==> config.mk <==
export PLATFORM = sky130hd
export DESIGN_NAME = multdiv_writeback_flat
export DESIGN_NICKNAME = d
export VERILOG_FILES = /design/src/rtl/multdiv_writeback_if.sv /design/src/rtl/multdiv_writeback.sv /design/src/flat_wrapper.sv
export SDC_FILE = /design/constraint.sdc
export NUM_CORES = 1
export LEC_CHECK = 0
export ABC_AREA = 1
export ABC_CLOCK_PERIOD_IN_PS = 3410
export CAP_MARGIN = 10
export CELL_PAD_IN_SITES_DETAIL_PLACEMENT = 1
export CELL_PAD_IN_SITES_GLOBAL_PLACEMENT = 1
export CORE_MARGIN = 2
export CORE_UTILIZATION = 39
export CTS_CLUSTER_SIZE = 8
export DETAILED_ROUTE_END_ITERATION = 8
export HOLD_SLACK_MARGIN = 0.15
export PLACE_DENSITY = 0.91
export SKIP_LAST_GASP = 1
export SYNTH_ARGS = -nofsm -noshare
export SYNTH_HDL_FRONTEND = slang
export SYNTH_HIERARCHICAL = 1
export SYNTH_SLANG_ARGS = --single-unit
==> constraint.sdc <==
create_clock -name clock -period 3.41 [get_ports clock]
set_input_delay 1.023 -clock clock [delete_from_list [all_inputs] [get_ports clock]]
set_output_delay 1.023 -clock clock [all_outputs]
set_load 0.01 [all_outputs]
==> src/rtl/multdiv_writeback_if.sv <==
// Multdiv writeback bus: multdiv issue/completion, pipeline writeback request
// and the merged register-file write port.
interface multdiv_writeback_if;
  logic        md_issue;
  logic [4:0]  md_issue_rd;
  logic        md_issue_div;
  logic        md_ready;
  logic [31:0] md_result;
  logic        md_exception;
  logic        pipe_we;
  logic [4:0]  pipe_rd;
  logic [31:0] pipe_data;
  logic        wb_en;
  logic [4:0]  wb_stream;
  logic [31:0] wb_data;
  logic        md_busy;
  logic        md_stall;

  modport master (
    output md_issue, md_issue_rd, md_issue_div, md_ready, md_result, md_exception,
    output pipe_we, pipe_rd, pipe_data,
    input  wb_en, wb_stream, wb_data, md_busy, md_stall
  );

  modport slave (
    input  md_issue, md_issue_rd, md_issue_div, md_ready, md_result, md_exception,
    input  pipe_we, pipe_rd, pipe_data,
    output wb_en, wb_stream, wb_data, md_busy, md_stall
  );
endinterface

==> src/rtl/multdiv_writeback.sv <==
// Multdiv result writeback: tags in-flight op, queues completed results and
// merges them into the register-file write port behind the main pipeline.

module multdiv_writeback_slot (
  input  logic        clock,
  input  logic        reset,
  input  logic        wr,
  input  logic        kill,
  input  logic [4:0]  wr_rd,
  input  logic [31:0] wr_data,
  output logic        live,
  output logic [4:0]  rd,
  output logic [31:0] data
);
  // A fresh write beats a same-cycle kill: the push is younger than the pipe write.
  always_ff @(posedge clock) begin
    if (reset) begin
      live <= 1'b0;
      rd   <= '0;
      data <= '0;
    end else if (wr) begin
      live <= 1'b1;
      rd   <= wr_rd;
      data <= wr_data;
    end else if (kill) begin
      live <= 1'b0;
    end
  end
endmodule

module multdiv_writeback #(
  parameter int          DEPTH         = 2,
  parameter logic [31:0] MULT_EXC_CODE = 32'd4,
  parameter logic [31:0] DIV_EXC_CODE  = 32'd5
) (
  input logic                clock,
  input logic                reset,
  multdiv_writeback_if.slave bus
);
  localparam int PW = (DEPTH > 1) ? $clog2(DEPTH) : 1;
  localparam int CW = $clog2(DEPTH + 1);
  localparam logic [4:0] EXC_RD = 5'd30;

  typedef enum logic {IDLE = 1'b0, BUSY = 1'b1} state_t;

  state_t  state, state_nxt;
  logic [4:0] tag_rd;
  logic       tag_div;

  logic [PW-1:0] head, tail;
  logic [CW-1:0] count;

  logic issue_ok, push, pop;
  logic [4:0]  push_rd;
  logic [31:0] push_data;

  logic [DEPTH-1:0]       slot_wr, slot_kill, slot_live;
  logic [DEPTH-1:0][4:0]  slot_rd;
  logic [DEPTH-1:0][31:0] slot_data;

  // FSM: state register
  always_ff @(posedge clock) begin
    if (reset) state <= IDLE;
    else       state <= state_nxt;
  end

  // FSM: next state
  always_comb begin
    state_nxt = state;
    case (state)
      IDLE:    if (issue_ok)     state_nxt = BUSY;
      BUSY:    if (bus.md_ready) state_nxt = IDLE;
      default: state_nxt = IDLE;
    endcase
  end

  // FSM: outputs. Stalling at a full queue means a push never finds it full.
  always_comb begin
    bus.md_busy  = (state == BUSY);
    bus.md_stall = (state == BUSY) || (count == CW'(DEPTH));
    issue_ok     = bus.md_issue && !bus.md_stall;
    push         = (state == BUSY) && bus.md_ready;
    pop          = !bus.pipe_we && (count != '0);
  end

  always_comb begin
    push_rd   = tag_rd;
    push_data = bus.md_result;
    if (bus.md_exception) begin
      push_rd   = EXC_RD;
      push_data = tag_div ? DIV_EXC_CODE : MULT_EXC_CODE;
    end
  end

  always_ff @(posedge clock) begin
    if (reset) begin
      tag_rd  <= '0;
      tag_div <= 1'b0;
    end else if (issue_ok) begin
      tag_rd  <= bus.md_issue_rd;
      tag_div <= bus.md_issue_div;
    end
  end

  assign tail = head + count[PW-1:0];

  always_ff @(posedge clock) begin
    if (reset) begin
      head  <= '0;
      count <= '0;
    end else begin
      if (pop) head <= head + PW'(1);
      case ({push, pop})
        2'b10:   count <= count + CW'(1);
        2'b01:   count <= count - CW'(1);
        default: count <= count;
      endcase
    end
  end

  // Queue slots; a pipeline write to the same rd retires the older queued value.
  for (genvar i = 0; i < DEPTH; i++) begin : g_slot
    assign slot_wr[i]   = push && (tail == PW'(i));
    assign slot_kill[i] = bus.pipe_we && (slot_rd[i] == bus.pipe_rd);
    multdiv_writeback_slot u_slot (
      .clock   (clock),
      .reset   (reset),
      .wr      (slot_wr[i]),
      .kill    (slot_kill[i]),
      .wr_rd   (push_rd),
      .wr_data (push_data),
      .live    (slot_live[i]),
      .rd      (slot_rd[i]),
      .data    (slot_data[i])
    );
  end

  // Decoder wants the register number bit-reversed.
  function automatic logic [4:0] rev5(input logic [4:0] r);
    return {r[0], r[1], r[2], r[3], r[4]};
  endfunction

  always_ff @(posedge clock) begin
    if (reset) begin
      bus.wb_en     <= 1'b0;
      bus.wb_stream <= '0;
      bus.wb_data   <= '0;
    end else if (bus.pipe_we) begin
      bus.wb_en     <= (bus.pipe_rd != 5'd0);
      bus.wb_stream <= rev5(bus.pipe_rd);
      bus.wb_data   <= bus.pipe_data;
    end else if (pop) begin
      bus.wb_en     <= slot_live[head] && (slot_rd[head] != 5'd0);
      bus.wb_stream <= rev5(slot_rd[head]);
      bus.wb_data   <= slot_data[head];
    end else begin
      bus.wb_en     <= 1'b0;
    end
  end
endmodule

==> src/flat_wrapper.sv <==
// flat-port wrapper written by rule: the top's interface ports become plain ports
module multdiv_writeback_flat 
#(
  parameter int          DEPTH         = 2,
  parameter logic [31:0] MULT_EXC_CODE = 32'd4,
  parameter logic [31:0] DIV_EXC_CODE  = 32'd5
)
  (clock, reset, bus_md_issue, bus_md_issue_rd, bus_md_issue_div, bus_md_ready, bus_md_result, bus_md_exception, bus_pipe_we, bus_pipe_rd, bus_pipe_data, bus_wb_en, bus_wb_stream, bus_wb_data, bus_md_busy, bus_md_stall);
  multdiv_writeback_if bus_i ();
  input logic clock;
  input logic reset;
  input wire logic [$bits(bus_i.md_issue)-1:0] bus_md_issue;
  input wire logic [$bits(bus_i.md_issue_rd)-1:0] bus_md_issue_rd;
  input wire logic [$bits(bus_i.md_issue_div)-1:0] bus_md_issue_div;
  input wire logic [$bits(bus_i.md_ready)-1:0] bus_md_ready;
  input wire logic [$bits(bus_i.md_result)-1:0] bus_md_result;
  input wire logic [$bits(bus_i.md_exception)-1:0] bus_md_exception;
  input wire logic [$bits(bus_i.pipe_we)-1:0] bus_pipe_we;
  input wire logic [$bits(bus_i.pipe_rd)-1:0] bus_pipe_rd;
  input wire logic [$bits(bus_i.pipe_data)-1:0] bus_pipe_data;
  output wire logic [$bits(bus_i.wb_en)-1:0] bus_wb_en;
  output wire logic [$bits(bus_i.wb_stream)-1:0] bus_wb_stream;
  output wire logic [$bits(bus_i.wb_data)-1:0] bus_wb_data;
  output wire logic [$bits(bus_i.md_busy)-1:0] bus_md_busy;
  output wire logic [$bits(bus_i.md_stall)-1:0] bus_md_stall;
  assign bus_i.md_issue = bus_md_issue;
  assign bus_i.md_issue_rd = bus_md_issue_rd;
  assign bus_i.md_issue_div = bus_md_issue_div;
  assign bus_i.md_ready = bus_md_ready;
  assign bus_i.md_result = bus_md_result;
  assign bus_i.md_exception = bus_md_exception;
  assign bus_i.pipe_we = bus_pipe_we;
  assign bus_i.pipe_rd = bus_pipe_rd;
  assign bus_i.pipe_data = bus_pipe_data;
  assign bus_wb_en = bus_i.wb_en;
  assign bus_wb_stream = bus_i.wb_stream;
  assign bus_wb_data = bus_i.wb_data;
  assign bus_md_busy = bus_i.md_busy;
  assign bus_md_stall = bus_i.md_stall;
  multdiv_writeback #(.DEPTH(DEPTH), .MULT_EXC_CODE(MULT_EXC_CODE), .DIV_EXC_CODE(DIV_EXC_CODE)) u_core (.clock(clock), .reset(reset), .bus(bus_i));
endmodule
==> flow_metrics.env, run 1 <==
export IMPL_outcome="complete, no violations"
export IMPL_antenna_found_initial=1
export IMPL_yosysSeqAreaShare_pct=43.6
export IMPL_cts_htree_levels=4
export IMPL_finalSetupTns_ps=0
export IMPL_finalCriticalPeriod_ps=2620
export IMPL_routedWlPerCell_um=19.4
export IMPL_numPortBuffers=120
export IMPL_cts_resized=0
export IMPL_tightest_slew_ps=767
export IMPL_synth_most_common_cell="nor2_1"
export IMPL_p_per_area_nw_per_um2=571
export IMPL_drc=0
export IMPL_skew_ps=6.14
export IMPL_final_net_count=959
export IMPL_syn2layout_area_growth_pct=31.6
export IMPL_synth_area_leader_cell="dfxtp_1"
export IMPL_yosys_top_cells_count="nor2_1, dfxtp_1, o21ai_0, nand2_1, inv_1"
export IMPL_fin_ws_ps=789
export IMPL_holdWs_ps=473
export IMPL_cp_start_kind="register"
export IMPL_leakagePower_nw=3.36
export IMPL_period_share_pct=76.9
export IMPL_ys_ff_latch=124
export IMPL_cts_reportedPaths_clkPinSlew_ps=50
export IMPL_hp_class="register to register"
export IMPL_grt_pass1_wl_um=33500
export IMPL_finalHoldViolCount=0
export IMPL_ant_nets=0
export IMPL_cts_buffers_inserted=17
export IMPL_drt_pass1_iter_count=5
export IMPL_diodes=0
export IMPL_vias=5850
export IMPL_root_buffer="clkbuf_16"
export IMPL_cts_sinks=124
export IMPL_end_kind="primary output"
export IMPL_hold_buffers=0
export IMPL_hp_start="u_core/tag_rd[3]$_SDFFE_PP0P_"
export IMPL_routed_wl_um=20900
export IMPL_synth_warnings=6
export IMPL_cts_setup_buffers=0
export IMPL_die_h_um=125
export IMPL_drv_slew=0
export IMPL_multi_input_area_um2=2600
export IMPL_vias_per_cell=5.45
export IMPL_syn_area_um2=5690
export IMPL_post_synth_cell_area_avg_um2=7.33
export IMPL_grt_pass1_vias=6221
export IMPL_drtIter0Drc=426
export IMPL_worstPathRequired_ps=2390
export IMPL_dp_hpwl_um=12300
export IMPL_rows=44
export IMPL_synth_distinct_cells=37
export IMPL_ys_top_cells_by_area="dfxtp_1, nor2_1, o21ai_0"
export IMPL_rsz0062_at_grt="false"
export IMPL_synth_edf_count=0
export IMPL_fmax_mhz=382
export IMPL_tritoncts="done"
export IMPL_core_area_um2=14400
export IMPL_async_reset_ff_share_pct=0
export IMPL_fill_cells=1785
export IMPL_dominantRegCellSynth="dfxtp_1"
export IMPL_track_usage_pct=27.1
export IMPL_setup_viol=0
export IMPL_start_util_pct=39.5
export IMPL_gp_congestion=0.857
export IMPL_syn_nets=859
export IMPL_arrival_ps=1600
export IMPL_seqCellArea_um2=2480
export IMPL_placed_cells=1042
export IMPL_grt_overflow_total=0
export IMPL_relSlewSlack_pct=48.8
export IMPL_final_layout_size_suffix_gt1_share_pct=12.4
export IMPL_io_pins=121
export IMPL_startpoint="u_core/count[0]$_SDFFE_PP0P_"
export IMPL_r2r_start="u_core/head$_SDFFE_PP0P_"
export IMPL_synth_top_area_share_pct=43.6
export IMPL_synthCells=777
export IMPL_vdd_drop_max_mv=0.381
export IMPL_path_class="register to primary output"
export IMPL_die_area_um2=15600
export IMPL_die_x_um=125
export IMPL_grt_max_degree=39
export IMPL_worstSkewPairLatency_ps=420
export IMPL_dp_slack_ps=704
export IMPL_cts_max_path_buffers=2
export IMPL_cp_max_fo=6
export IMPL_maxCapViolations=0
export IMPL_fin_cells=1074
metrics by stage:
step	power, mW	util [%]	cell area, um2
finish	4.28	51.9	7490
floorplan	2.09	-	5690
CTS	4.29	51.9	7490
global placement	2.37	47.7	6890
global route	4.44	51.9	7490
detailed placement	2.40	47.7	6890
cell usage in the layout, fill, tap and decap left out, types with 7 or more instances in the layout:
master / count
a21oi_1: 50
a31oi_1: 7
buf_4: 11
clkbuf_16: 17
clkdlybuf4s50_1: 119
dfxtp_1: 124
inv_1: 64
nand2_1: 83
nand3_1: 11
nor2_1: 163
nor2_2: 21
o211ai_1: 31
o21ai_0: 106
or2_2: 34
path summary, 6_finish.rpt:
kind / endpoint / slack, ps / depth (start not counted)
hold reg to reg: u_core/tag_rd[3]$_SDFFE_PP0P_ / 470 / 2
setup / recovery: bus_md_stall / 790 / 4
hold / removal: u_core/tag_rd[3]$_SDFFE_PP0P_ / 470 / 2
setup reg to reg: u_core/g_slot[0].u_slot/data[18]$_SDFFE_PP0P_ / 1120 / 6
state kept, by name, summed over array words and instances, names as in the netlist:
signal / flops
u_core/count: 2
u_core/head: 1
u_core/bus.wb_en: 1
u_core/g_slot.u_slot/data: 64
u_core/bus.wb_data: 32
u_core/g_slot.u_slot/rd: 10
u_core/tag_div: 1
u_core/bus.wb_stream: 5
u_core/g_slot.u_slot/live: 2
u_core/bus.md_busy: 1
u_core/tag_rd: 5
layer usage:
metal,track usage [%],part of all wire (%)
met1,33.6,43
met4,11.2,2.7
met2,46.1,49
met5,0,0.062
met3,5.11,4.9
worst max-delay path, cell delays in order (launching register included):
cell and delay [ps]:
dfxtp_1 500, inv_1 70, nand2_1 80, nand2_1 50, clkdlybuf4s50_1 470
area by class of cell:
cell class	instances	share of cell area, %
Timing Repair Buffer	132	17.3
Sequential cell	124	33.1
Tap cell	184	3.07
Clock buffer	25	6.61
Multi-Input combinational cell	533	34.7
Inverter	69	3.62
Clock inverter	7	1.47
where the power goes:
| part | leakage, nW | total, mW | switching (mW) | internal [mW] |
|---|---|---|---|---|
| clock | 0.301 | 1.87 | 0.645 | 1.22 |
| combinational | 2.04 | 0.769 | 0.439 | 0.331 |
| sequential | 1.01 | 1.64 | 0.0771 | 1.57 |
kinds of logic after synthesis:
group                    count (synthesis)  share of synthesized area [%]
XOR/XNOR                                 2                          0.308
adder cells (fa/ha/maj)                  1                          0.220
AND/OR/NAND/NOR                        328                           25.3
buffers and inverters                  120                           10.9
AO/OA/AOI/OAI                          202                           19.8
flip-flops                             124                           43.6
Note: power is estimated with default switching activity, not from simulation.
==> inputs of run 2 (changes only) <==
Settings changed: ABC_CLOCK_PERIOD_IN_PS 3410 to 2300, CORE_UTILIZATION 39 to 33, PLACE_DENSITY 0.91 to 0.82.
Clock period 3.41 ns to 2.3 ns, I/O delays scaled along.
==> run 2 against run 1 <==
Compared with the run above: final cell count increased by 4.4%; worst setup slack got worse by 690 ps; sequential share of layout area decreased by 0.59 points; clock-buffer cell count shrank 4; clock power increased by 58%; power rose by 52%; highest routed layer is now met4; clock skew increased by 1.6 ps; critical path type unchanged; wire length down 6.9%; hold slack got worse by 19 ps.
==> flow_metrics.env, run 2 (synthesis gave the netlist of run 1 again) <==
export IMPL_path_delay_family="buffers and inverters"
export IMPL_cp_max_fo=6
export IMPL_placed_cells=1089
export IMPL_end_kind="primary output"
export IMPL_cts_buffers_inserted=17
export IMPL_wl_met1_um=8640
export IMPL_cp_num_buf_inv=2
export IMPL_root_buffer="clkbuf_16"
export IMPL_drtIter0Drc=363
export IMPL_gp_congestion=0.802
export IMPL_path_class="register to primary output"
export IMPL_vias=5679
export IMPL_finalHoldViolCount=0
export IMPL_drt_pass1_iter_count=4
export IMPL_core_area_um2=17100
export IMPL_diodes=0
export IMPL_finalPower_mw=6.51
export IMPL_final_layout_size_suffix_gt1_share_pct=13.5
export IMPL_grt_overflow_total=0
export IMPL_grt_pass1_vias=5915
export IMPL_fmax_mhz=454
export IMPL_rsz0062_at_grt="false"
export IMPL_cts_max_path_buffers=2
export IMPL_p_per_area_nw_per_um2=853
export IMPL_largest_reg_flops=64
export IMPL_drc=0
export IMPL_vias_per_cell=5.07
export IMPL_die_h_um=135
export IMPL_grt_max_degree=39
export IMPL_mostFrequentLayoutCell="nor2_1"
export IMPL_reg_top3="u_core/g_slot.u_slot/data: 64 flops, u_core/bus.wb_data: 32 flops, u_core/g_slot.u_slot/rd: 10 flops"
export IMPL_routed_wl_um=19400
export IMPL_leakagePower_nw=3.40
export IMPL_final_net_count=965
export IMPL_wl_met2_um=9480
export IMPL_wl_met3_um=932
export IMPL_vdd_drop_max_mv=0.674
export IMPL_start_util_pct=33.4
export IMPL_hp_class="register to register"
export IMPL_crit_slowest_cell="clkdlybuf4s50_1"
export IMPL_maxCapViolations=0
export IMPL_slowest_delay_ps=530
export IMPL_dp_hpwl_um=12600
export IMPL_track_usage_pct=21.8
export IMPL_r2r_start="u_core/head$_SDFFE_PP0P_"
export IMPL_io_pins=121
export IMPL_syn2layout_area_growth_pct=34.1
export IMPL_worstSkewPairLatency_ps=420
export IMPL_ant_nets=0
export IMPL_hold_buffers=0
export IMPL_worstPathRequired_ps=1610
export IMPL_skew_ps=7.72
export IMPL_grt_pass1_wl_um=30800
export IMPL_dr_max_layer_used="met4"
export IMPL_die_x_um=135
export IMPL_startpoint="u_core/count[0]$_SDFFE_PP0P_"
export IMPL_tritoncts="done"
export IMPL_setup_viol=0
export IMPL_period_share_pct=95.9
export IMPL_finalSetupTns_ps=0
export IMPL_antenna_found_initial=0
export IMPL_cp_start_kind="register"
export IMPL_top_register="u_core/g_slot.u_slot/data"
export IMPL_fill_cells=2153
export IMPL_numPortBuffers=120
export IMPL_cts_htree_levels=4
export IMPL_arrival_ps=1520
export IMPL_cts_reportedPaths_clkPinSlew_ps=60
export IMPL_hp_start="u_core/tag_rd[2]$_SDFFE_PP0P_"
export IMPL_cpMostUsedCell="nand2_1"
export IMPL_fin_cells=1121
export IMPL_tightest_slew_ps=754
export IMPL_finalCriticalPeriod_ps=2210
export IMPL_drv_slew=0
export IMPL_cts_sinks=124
export IMPL_routedWlPerCell_um=17.3
export IMPL_most_common_layout_cells="nor2_1, dfxtp_1, clkdlybuf4s50_1, o21ai_0, nand2_1"
export IMPL_rows=48
export IMPL_die_area_um2=18300
export IMPL_crit_chain="inv_1 > nand2_1 > nand2_1 > clkdlybuf4s50_1"
export IMPL_outcome="complete, no violations"
export IMPL_relSlewSlack_pct=49.6
## run 2: changes by cell type in the layout (fill, tap and decap cells not counted), moves of 2 or more
cell and delta:
clkinv_4 +2, buf_4 +6, clkbuf_1 -2, bufinv_16 +2, dfxtp_2 +2, dfxtp_1 -2
clkbuf_8 -2
## run 2: layout make-up
| type | count | area (um2) | share of cell area, % |
|---|---|---|---|
| well taps | 225 | 282 | 3.69 |
| flip-flops and latches | 124 | 2480 | 32.5 |
| multi-input cells | 533 | 2610 | 34.2 |
| clock buffers | 21 | 460 | 6.03 |
| inverters | 69 | 272 | 3.56 |
| repair buffers | 138 | 1340 | 17.5 |
| clock inverters | 11 | 190 | 2.49 |
## run 2: what timing repair did
item	in CTS	in global routing
pin swaps	0	0
setup endpoints to repair	1	1
resized for setup	1	1
gates cloned	0	0
setup buffers	0	0
## run 2: final timing paths
path / slack (ps) / endpoint / depth (start not counted)
hold reg to reg: 450 / u_core/tag_rd[2]$_SDFFE_PP0P_ / 2
hold / removal: 450 / u_core/tag_rd[2]$_SDFFE_PP0P_ / 2
setup reg to reg: 540 / u_core/g_slot[0].u_slot/data[5]$_SDFFE_PP0P_ / 7
setup / recovery: 90 / bus_md_stall / 4
## run 2: stage by stage
step / instance area [um2] / hold WS (ps) / utilization (%) / setup slack, ps
finish: 7630 / 454 / 44.8 / 94.9
global route: 7630 / 484 / 44.8 / 45.4
floorplan: 5690 / 429 / - / 730
CTS: 7630 / 456 / 44.8 / 4.27
detailed placement: 6980 / 450 / 40.9 / 159
global placement: 6980 / 444 / 40.9 / 204
## run 2: worst min-delay path, stage by stage, from the launching register on
cell and delay, ps:
dfxtp_1 290, inv_1 60, a21oi_1 50
## run 2: report_power, final
group | internal [mW] | switching (mW)
combinational | 0.498 | 0.637
clock | 1.98 | 0.986
sequential | 2.32 | 0.0953
total | 4.80 | 1.72
## run 2: per-layer routing
metal  global-route usage [%]  vias to the layer above
met5                        0                        -
met4                     7.52                        0
met3                     5.05                       31
met2                     36.9                      142
met1                     27.5                     2773
li1                         -                     2733
==> inputs of run 3 (changes only) <==
Settings changed: ABC_AREA 1 to unset, CORE_UTILIZATION 33 to 35, SKIP_CTS_REPAIR_TIMING set to 1.
==> run 3 against run 2 <==
Compared with the run above: combinational power increased by 7%; clock power decreased by 19%; register-to-register slack got worse by 20 ps; flip-flop and latch count unchanged; clock skew about the same; sequential share of layout area about the same; final cell count decreased by 19%; power decreased by 8.6%; non-clock buffer count increased by 3; synthesized cell count decreased by 26%; critical path type unchanged.
==> flow_metrics.env, run 3 <==
export IMPL_outcome="complete, no violations"
export IMPL_relSlewSlack_pct=66.2
export IMPL_grt_overflow_total=0
export IMPL_finalPower_mw=5.96
export IMPL_drc=0
export IMPL_io_pins=121
export IMPL_maxCapViolations=0
export IMPL_ys_ff_latch=124
export IMPL_syn_area_um2=5720
export IMPL_period_share_pct=94.6
export IMPL_hp_class="register to register"
export IMPL_synth_top_area_share_pct=43.4
export IMPL_worstPathRequired_ps=1610
export IMPL_vias_per_cell=5.11
export IMPL_largest_reg_flops=64
export IMPL_end_kind="primary output"
export IMPL_numPortBuffers=120
export IMPL_drv_slew=0
export IMPL_tightest_slew_ps=508
export IMPL_cts_htree_levels=4
export IMPL_syn2layout_area_growth_pct=33.4
export IMPL_ys_top_cells_by_area="dfxtp_1, mux2i_1, nor2_1"
export IMPL_rsz0062_at_grt="false"
export IMPL_most_common_layout_cells="dfxtp_1, clkdlybuf4s50_1, nor2_1, mux2i_1, nor2b_1"
export IMPL_crit_chain="clkdlybuf4s50_1"
export IMPL_path_delay_family="buffers and inverters"
export IMPL_post_synth_cell_area_avg_um2=9.96
export IMPL_die_h_um=132
export IMPL_routed_wl_um=16800
export IMPL_die_area_um2=17400
export IMPL_routedWlPerCell_um=18.4
export IMPL_start_util_pct=35.9
export IMPL_grt_pass1_wl_um=27000
export IMPL_crit_slowest_cell="clkdlybuf4s50_1"
export IMPL_skew_ps=7.30
export IMPL_path_class="register to primary output"
export IMPL_synth_area_leader_cell="dfxtp_1"
export IMPL_reg_top3="u_core/g_slot.u_slot/data: 64 flops, u_core/bus.wb_data: 32 flops, u_core/g_slot.u_slot/rd: 10 flops"
export IMPL_ant_nets=0
export IMPL_synth_edf_count=0
export IMPL_drt_pass1_iter_count=8
export IMPL_fin_util_pct=47.9
export IMPL_die_x_um=132
export IMPL_gp_congestion=0.732
export IMPL_yosys_top_cells_count="dfxtp_1, nor2_1, mux2i_1, nor2b_1, mux2_2"
export IMPL_arrival_ps=1490
export IMPL_synth_distinct_cells=39
export IMPL_core_area_um2=15900
export IMPL_track_usage_pct=19.5
export IMPL_async_reset_ff_share_pct=0
export IMPL_syn_nets=657
export IMPL_cp_num_buf_inv=1
export IMPL_tritoncts="done"
export IMPL_fmax_mhz=460
export IMPL_antenna_found_initial=0
export IMPL_cts_buffers_inserted=17
export IMPL_finalCriticalPeriod_ps=2180
export IMPL_yosysSeqAreaShare_pct=43.4
export IMPL_synthCells=575
export IMPL_rows=46
export IMPL_mostFrequentLayoutCell="dfxtp_1"
export IMPL_root_buffer="clkbuf_16"
export IMPL_top_register="u_core/g_slot.u_slot/data"
export IMPL_cp_max_fo=11
export IMPL_cp_start_kind="register"
export IMPL_final_net_count=769
export IMPL_vias=4659
export IMPL_cts_reportedPaths_clkPinSlew_ps=50
export IMPL_finalHoldViolCount=0
export IMPL_synth_most_common_cell="dfxtp_1"
export IMPL_synth_warnings=6
export IMPL_drtIter0Drc=276
export IMPL_slowest_delay_ps=600
export IMPL_cts_sinks=124
export IMPL_setup_viol=0
export IMPL_p_per_area_nw_per_um2=780
export IMPL_final_layout_size_suffix_gt1_share_pct=15.4
export IMPL_grt_max_degree=65
export IMPL_dp_hpwl_um=11600
export IMPL_cts_max_path_buffers=2
export IMPL_leakagePower_nw=2.79
export IMPL_diodes=0
export IMPL_dominantRegCellSynth="dfxtp_1"
export IMPL_vdd_drop_max_mv=0.493
export IMPL_worstSkewPairLatency_ps=420
export IMPL_grt_pass1_vias=5187
run 3: cell count changes in the layout (fill, tap and decap cells not counted), sizes merged, moves of 39 or more:
cell / delta
inv: -65
mux2: +39
mux2i: +74
nand2: -65
nor2: -93
o21ai: -105
run 3: final cells by class:
| class | instances | area (um2) |
|---|---|---|
| clock buffers | 25 | 515 |
| clock inverters | 2 | 10.0 |
| fillers | 1755 | 8310 |
| inverters | 4 | 15.0 |
| multi-input cells | 399 | 2900 |
| flip-flops and latches | 124 | 2480 |
| well taps | 216 | 270 |
| repair buffers | 141 | 1440 |
run 3: cell families after synthesis:
logic type / Yosys count / share of synthesized area, %
and+or+nand+nor: 195 / 17.1
DFF: 124 / 43.4
muxes: 113 / 21.3
AOI/OAI and AO/OA: 76 / 9.70
buffers and inverters: 52 / 6.21
xor gates and xnor gates: 14 / 2.14
adders and majority gates: 1 / 0.219
run 3: metrics by stage:
step                std cells  area, um2  setup TNS [ps]  worst slack, ps  hold WS (ps)
floorplan                 575       5720               0              116           444
CTS                       911       7630            -145             -145           459
finish                    911       7630               0              124           455
global placement          884       7100               0             76.6           444
detailed placement        884       7100               0             49.1           451
global route              911       7630               0             29.5           484
run 3: layer usage:
| layer | GRT usage (%) | vias to the layer above | routed length, um |
|---|---|---|---|
| met2 | 33.4 | 118 | 8390 |
| met3 | 4.34 | 37 | 723 |
| li1 | - | 2227 | - |
| met4 | 9.36 | 0 | 456 |
| met1 | 23.2 | 2277 | 7190 |
| met5 | 0 | - | 0 |
run 3: path summary, 6_finish.rpt:
| path | from | slack (ps) | depth (start not counted) | end |
|---|---|---|---|---|
| worst max-delay path | u_core/bus.md_busy$_SDFF_PP0_ | 120 | 1 | bus_md_busy |
| worst min-delay path | u_core/bus.wb_data[22]$_SDFFE_PP0P_ | 450 | 2 | u_core/bus.wb_data[22]$_SDFFE_PP0P_ |
| worst max register to register | u_core/bus.md_busy$_SDFF_PP0_ | 520 | 5 | u_core/count[1]$_SDFFE_PP0P_ |
| worst min register to register | u_core/bus.wb_data[22]$_SDFFE_PP0P_ | 450 | 2 | u_core/bus.wb_data[22]$_SDFFE_PP0P_ |
run 3: power by group:
group          internal (mW)  total [mW]  switching [mW]
clock                   1.51        2.40           0.885
sequential              2.27        2.35          0.0815
combinational          0.608        1.21           0.597
